<file path="src/rtl/w_pair_pkg.sv">
// Shared types and constants for the equal-pair run generator and detector.
package w_pair_pkg;

  typedef enum logic [1:0] {
    IDLE  = 2'd0,
    EMIT  = 2'd1,
    BREAK = 2'd2
  } state_t;

  localparam logic BRK_W1 = 1'b0;
  localparam logic BRK_W2 = 1'b1;

  localparam int DEF_REQ_RUN = 4;

endpackage

</file>
<file path="src/rtl/w_pair_run_cnt.sv">
// Emit index counter plus a modulo-REQ_RUN run counter; reports the last
// emit cycle of a command and the cycles that complete a full run.
module w_pair_run_cnt import w_pair_pkg::*; #(
  parameter int LEN_W   = 4,
  parameter int REQ_RUN = DEF_REQ_RUN
) (
  input  logic             clk,
  input  logic             rst,
  input  logic             clear,
  input  logic             step,
  input  logic [LEN_W-1:0] len,
  output logic             odd,
  output logic             last,
  output logic             hit
);

  localparam int MOD_W = (REQ_RUN > 1) ? $clog2(REQ_RUN) : 1;
  localparam logic [MOD_W-1:0] MOD_TOP = MOD_W'(REQ_RUN - 1);

  logic [LEN_W-1:0] idx;
  logic [MOD_W-1:0] mod;

  always_ff @(posedge clk or posedge rst) begin
    if (rst) begin
      idx <= '0;
      mod <= '0;
    end else if (clear) begin
      idx <= '0;
      mod <= '0;
    end else if (step) begin
      idx <= idx + 1'b1;
      mod <= (mod == MOD_TOP) ? '0 : mod + 1'b1;
    end
  end

  // len is never zero while stepping, so len-1 cannot underflow in use
  assign odd  = idx[0];
  assign last = (idx == len - 1'b1);
  assign hit  = (mod == MOD_TOP);

endmodule

</file>
<file path="src/rtl/w_pair_run_gen.sv">
// Equal-pair run stimulus generator with exp_z hit prediction.
// Optional hit_cnt/run_ovf outputs when W_PAIR_HIT_COUNT_EN is defined.
module w_pair_run_gen import w_pair_pkg::*; #(
  parameter int LEN_W   = 4,
  parameter int REQ_RUN = DEF_REQ_RUN
) (
  input  logic             clk,
  input  logic             rst,
  input  logic             cmd_valid,
  output logic             cmd_ready,
  input  logic [LEN_W-1:0] cmd_len,
  input  logic             cmd_eq,
  input  logic             cmd_lvl,
  input  logic             cmd_alt,
  output logic             w1,
  output logic             w2,
  output logic             busy,
  output logic             done,
  output logic             exp_z
`ifdef W_PAIR_HIT_COUNT_EN
  ,
  output logic [7:0]       hit_cnt,
  output logic             run_ovf
`endif
);

  state_t state, next_state;

  logic [LEN_W-1:0] len_q;
  logic             eq_q, lvl_q, alt_q;
  logic             accept;
  logic             odd, last, hit;
  logic             emit_w1;

  assign accept = cmd_valid && (state == IDLE);

  w_pair_run_cnt #(
    .LEN_W   (LEN_W),
    .REQ_RUN (REQ_RUN)
  ) u_cnt (
    .clk   (clk),
    .rst   (rst),
    .clear (accept),
    .step  (state == EMIT),
    .len   (len_q),
    .odd   (odd),
    .last  (last),
    .hit   (hit)
  );

  always_ff @(posedge clk or posedge rst) begin
    if (rst) state <= IDLE;
    else     state <= next_state;
  end

  always_ff @(posedge clk or posedge rst) begin
    if (rst) begin
      len_q <= '0;
      eq_q  <= 1'b0;
      lvl_q <= 1'b0;
      alt_q <= 1'b0;
    end else if (accept) begin
      len_q <= cmd_len;
      eq_q  <= cmd_eq;
      lvl_q <= cmd_lvl;
      alt_q <= cmd_alt;
    end
  end

  always_comb begin
    next_state = state;
    case (state)
      IDLE:    if (accept) next_state = (cmd_len == '0) ? BREAK : EMIT;
      EMIT:    if (last) next_state = BREAK;
      BREAK:   next_state = IDLE;
      default: next_state = IDLE;
    endcase
  end

  // IDLE and BREAK both park the pair at the mismatch value
  always_comb begin
    emit_w1   = lvl_q ^ (alt_q & odd);
    w1        = BRK_W1;
    w2        = BRK_W2;
    cmd_ready = 1'b0;
    busy      = 1'b0;
    done      = 1'b0;
    exp_z     = 1'b0;
    case (state)
      IDLE: cmd_ready = 1'b1;
      EMIT: begin
        busy  = 1'b1;
        w1    = emit_w1;
        w2    = eq_q ? emit_w1 : ~emit_w1;
        exp_z = eq_q & hit;
      end
      BREAK: begin
        busy = 1'b1;
        done = 1'b1;
      end
      default: ;
    endcase
  end

`ifdef W_PAIR_HIT_COUNT_EN
  always_ff @(posedge clk or posedge rst) begin
    if (rst) begin
      hit_cnt <= 8'd0;
      run_ovf <= 1'b0;
    end else begin
      if (exp_z && (hit_cnt != 8'hFF)) hit_cnt <= hit_cnt + 8'd1;
      if (accept && cmd_eq && ((cmd_len % REQ_RUN) != 0)) run_ovf <= 1'b1;
    end
  end
`endif

endmodule

</file>
<file path="config.mk">
export PLATFORM = sky130hd
export DESIGN_NAME = w_pair_run_gen
export DESIGN_NICKNAME = d
export VERILOG_FILES = /design/src/rtl/w_pair_pkg.sv /design/src/rtl/w_pair_run_cnt.sv /design/src/rtl/w_pair_run_gen.sv
export SDC_FILE = /design/constraint.sdc
export NUM_CORES = 1
export LEC_CHECK = 0
export ABC_AREA = 1
export BUFFER_PORTS_ARGS = -buffer_cell sky130_fd_sc_hd__buf_2
export CELL_PAD_IN_SITES_DETAIL_PLACEMENT = 1
export CELL_PAD_IN_SITES_GLOBAL_PLACEMENT = 1
export CORE_MARGIN = 2
export CORE_UTILIZATION = 25
export DETAILED_ROUTE_END_ITERATION = 7
export GPL_ROUTABILITY_DRIVEN = 0
export PLACE_DENSITY = 0.56
export SLEW_MARGIN = 20
export SYNTH_ARGS = -nofsm -noshare
export SYNTH_HDL_FRONTEND = slang
export SYNTH_SLANG_ARGS = --single-unit
</file>
<file path="constraint.sdc">
create_clock -name clk -period 1.5 [get_ports clk]
set_clock_uncertainty 0.2 [all_clocks]
set_input_delay 0.075 -clock clk [delete_from_list [all_inputs] [get_ports clk]]
set_output_delay 0.075 -clock clk [all_outputs]
set_load 0.005 [all_outputs]
</file>
==> reports/qor.yml <==
synth_nets: 132
yosysTopAreaCell: "dfrtp_1"
slew_viol_final: 0
required_ns: 1.49
initial_utilization_pct: 26.39
synth_area_um2: 894.6
critPathTopFamily: "simple AND/OR/NAND/NOR gates"
startpoint_type: "flip-flop"
period_needed_ns: 1.571
postPlaceCellArea_mm2: 0.001076
io_buffers: 15
ys.warnings.count: 0
yosys.cell_types.count: 20
internal-power_mw: 1.344
antenna_cells: 0
grt_overflow: 0
antenna_found_initial: 0
violations: "setup timing"
areaGrowthSynthToFinish_pct: 48.11
min_period_over_period_pct: 104.8
core_area_mm2: 0.003390
root_buffer: "clkbuf_4"
worstPathCellList: "inv_2, ha_4, nand2_2, inv_2, nor2_2, nand2_1, nor2_2, nand2_1, nand2_2, nand2_2, nand2_1, nand2_1"
io_pins: 16
chipWidth_um: 63.82
power_leakage_nw: 0.6756
max_stage_delay_ns: 0.40
power.clock.fraction_pct: 10.1
setup_viol: 4
maxCapViolations: 0
htreeDepth: 1
initialDrtViolationCount: 16
hold_viol: 0
ff2ff_path_depth: 12
drc: 0
reg2reg_slack_ns: -0.07
slowest_stage: "dfrtp_1"
routed_via_density: 4.347
status: "finished, violations left"
synth_seq_cells: 15
rsz0062_at_grt: "true"
total_power_mw: 2.440
yosysTopAreaCellShare_pct: 41.96
dpl.hpwl_um: 1743
crit_top_cell: "nand2_1"
vias: 865
grt_pass1_wl_um: 3891
worstSkewPairLatency_ns: 0.29
worstReg2RegEnd: "state[0]"
ant_nets: 0
arrival_ns: 1.56
max_freq_ghz: 0.6363
nNetsFinal: 170
synth.avg_cell_area_um2: 7.712
combPwrFrac_pct: 60.3
synth_cells: 116
cellPowerDensity_mw_per_mm2: 1842
cp_max_fo: 3
cts_buffers: 3
grt_pass1_vias: 868
tightestPinTransition_ns: 0.6186
fillerInstances: 398
synth.area.top_cells: "dfrtp_1 (42%), nand2_1 (14%), ha_1 (8.4%)"
crit_type: "reg -> reg"
grt_use_total_pct: 12.33
worst-path-buf-inv: 2
die_h_um: 63.82
grt_max_degree: 16
wl_per_cell_um: 12.01
final_layout_size_suffix_gt1_share_pct: 36.60
layout_common_cells: "nand2_1 (29), dfrtp_1 (15), buf_2 (15), inv_1 (13)"
worstHoldPathType: "in -> async"
cts_tree: "done"
dieArea_mm2: 0.004073
slew_headroom_pct: 58.72
wl_um: 2390
clock_sinks: 15
clk_pin_slew_ns: 0.10
layout_commonest_cell: "nand2_1"
clk_path_buf_depth: 2
r2r_start: "len_q[1]"
synth-seq-area-share_pct: 41.96
first_pass_iters: 4
switching_share_pct: 44.93
fin_ws_ns: -0.07149
pwr-share-seq_pct: 29.6
final_area_mm2: 0.001325
ir_drop_uv: 633.0
end_kind: "flip-flop"
p_sw_mw: 1.096
fp-row-count: 21
[Yosys cell counts]
library cell / count
nand2_1: 33
inv_1: 16
dfrtp_1: 15
o21ai_0: 12
nand3_1: 7
ha_1: 6
inv_2: 5
nor2_1: 5
a21oi_1: 4
nand2_2: 2
xor2_1: 2
a211oi_1: 1
buf_2: 1
buf_6: 1
nand4_1: 1
nor2_2: 1
nor3_1: 1
nor4_4: 1
or2_2: 1
xnor2_1: 1
[cells by family (layout without fill, tap and decap cells)]
| kind of cell | count (synthesis) | count (layout) | share of synthesized area, % |
|---|---|---|---|
| compound gates | 17 | 17 | 9.791 |
| xor+xnor | 3 | 3 | 2.938 |
| fa+ha+maj | 6 | 6 | 8.391 |
| buf+inv | 23 | 60 | 10.63 |
| flops | 15 | 15 | 41.96 |
| simple gates | 52 | 52 | 26.29 |
[timing repair]
item	CTS	global route
hold buffers	9	0
hold endpoints to repair	24	0
endpoints found under the setup margin	5	19
buffers inserted	2	2
pin swaps	5	2
gates resized for setup	9	20
[worst register-to-register path, stage by stage (launching register included)]
cell and delay, ns:
dfrtp_1 0.40, inv_2 0.09, ha_4 0.21, nand2_2 0.06, inv_2 0.03, nor2_2 0.06
nand2_1 0.06, nor2_2 0.07, nand2_1 0.06, nand2_2 0.07, nand2_2 0.06, nand2_1 0.05
nand2_1 0.05
[registers in the layout, summed over array words and instances (netlist names)]
signal     flops
u_cnt.idx      4
state          2
lvl_q          1
u_cnt.mod      2
len_q          4
eq_q           1
alt_q          1
[area by class of cell]
cell class,instances,area [um^2],share of cell area [%]
Timing Repair Buffer,35,264.0,19.92
Inverter,21,86.33,6.516
Sequential cell,15,375.4,28.33
Multi-Input combinational cell,78,515.5,38.90
Clock buffer,4,26.28,1.983
Tap cell,46,57.56,4.344
[metrics by stage]
| stage | TNS [ns] | setup slack, ns | cells | hold WS [ns] | util, % |
|---|---|---|---|---|---|
| final | -0.1860 | -0.07149 | 199 | 0.1929 | 39.09 |
| after global routing | -0.8374 | -0.2217 | 199 | 0.2653 | 39.09 |
| after CTS | -0.3818 | -0.1076 | 197 | 0.2059 | 36.62 |
| after detailed placement | -0.2505 | -0.1307 | 182 | -0.01399 | 31.75 |
| after global placement | -0.1739 | -0.1021 | 182 | -0.01282 | 31.75 |
| after floorplan | -0.06081 | -0.03044 | 116 | -0.2235 | - |
[worst max-delay path by stage]
stage,to,start,depth (start not counted),slack (ns)
finish,state[0],len_q[1],12,-0.07
CTS,state[0],len_q[1],12,-0.11
global route,state[0],len_q[1],12,-0.22
floorplan,state[0],len_q[0],12,-0.03
global placement,state[0],len_q[1],12,-0.10
detailed placement,state[0],len_q[1],12,-0.13
[power by group through the flow]
stage               logic [mW]  registers [mW]  clock network, mW
floorplan                0.791           0.681                  0
global placement          1.09           0.705                  0
detailed placement        1.14           0.713                  0
CTS                       1.27           0.708              0.257
global route              1.67           0.744              0.269
finish                    1.47           0.722              0.246
[layer usage]
metal	vias up	track usage, %	part of all wire, %
li1	433	-	-
met1	412	15.75	45
met2	15	20.57	50
met3	5	1.585	2.9
met4	0	5.707	1.8
met5	-	0	0
Power figures use the tool's default switching activity.
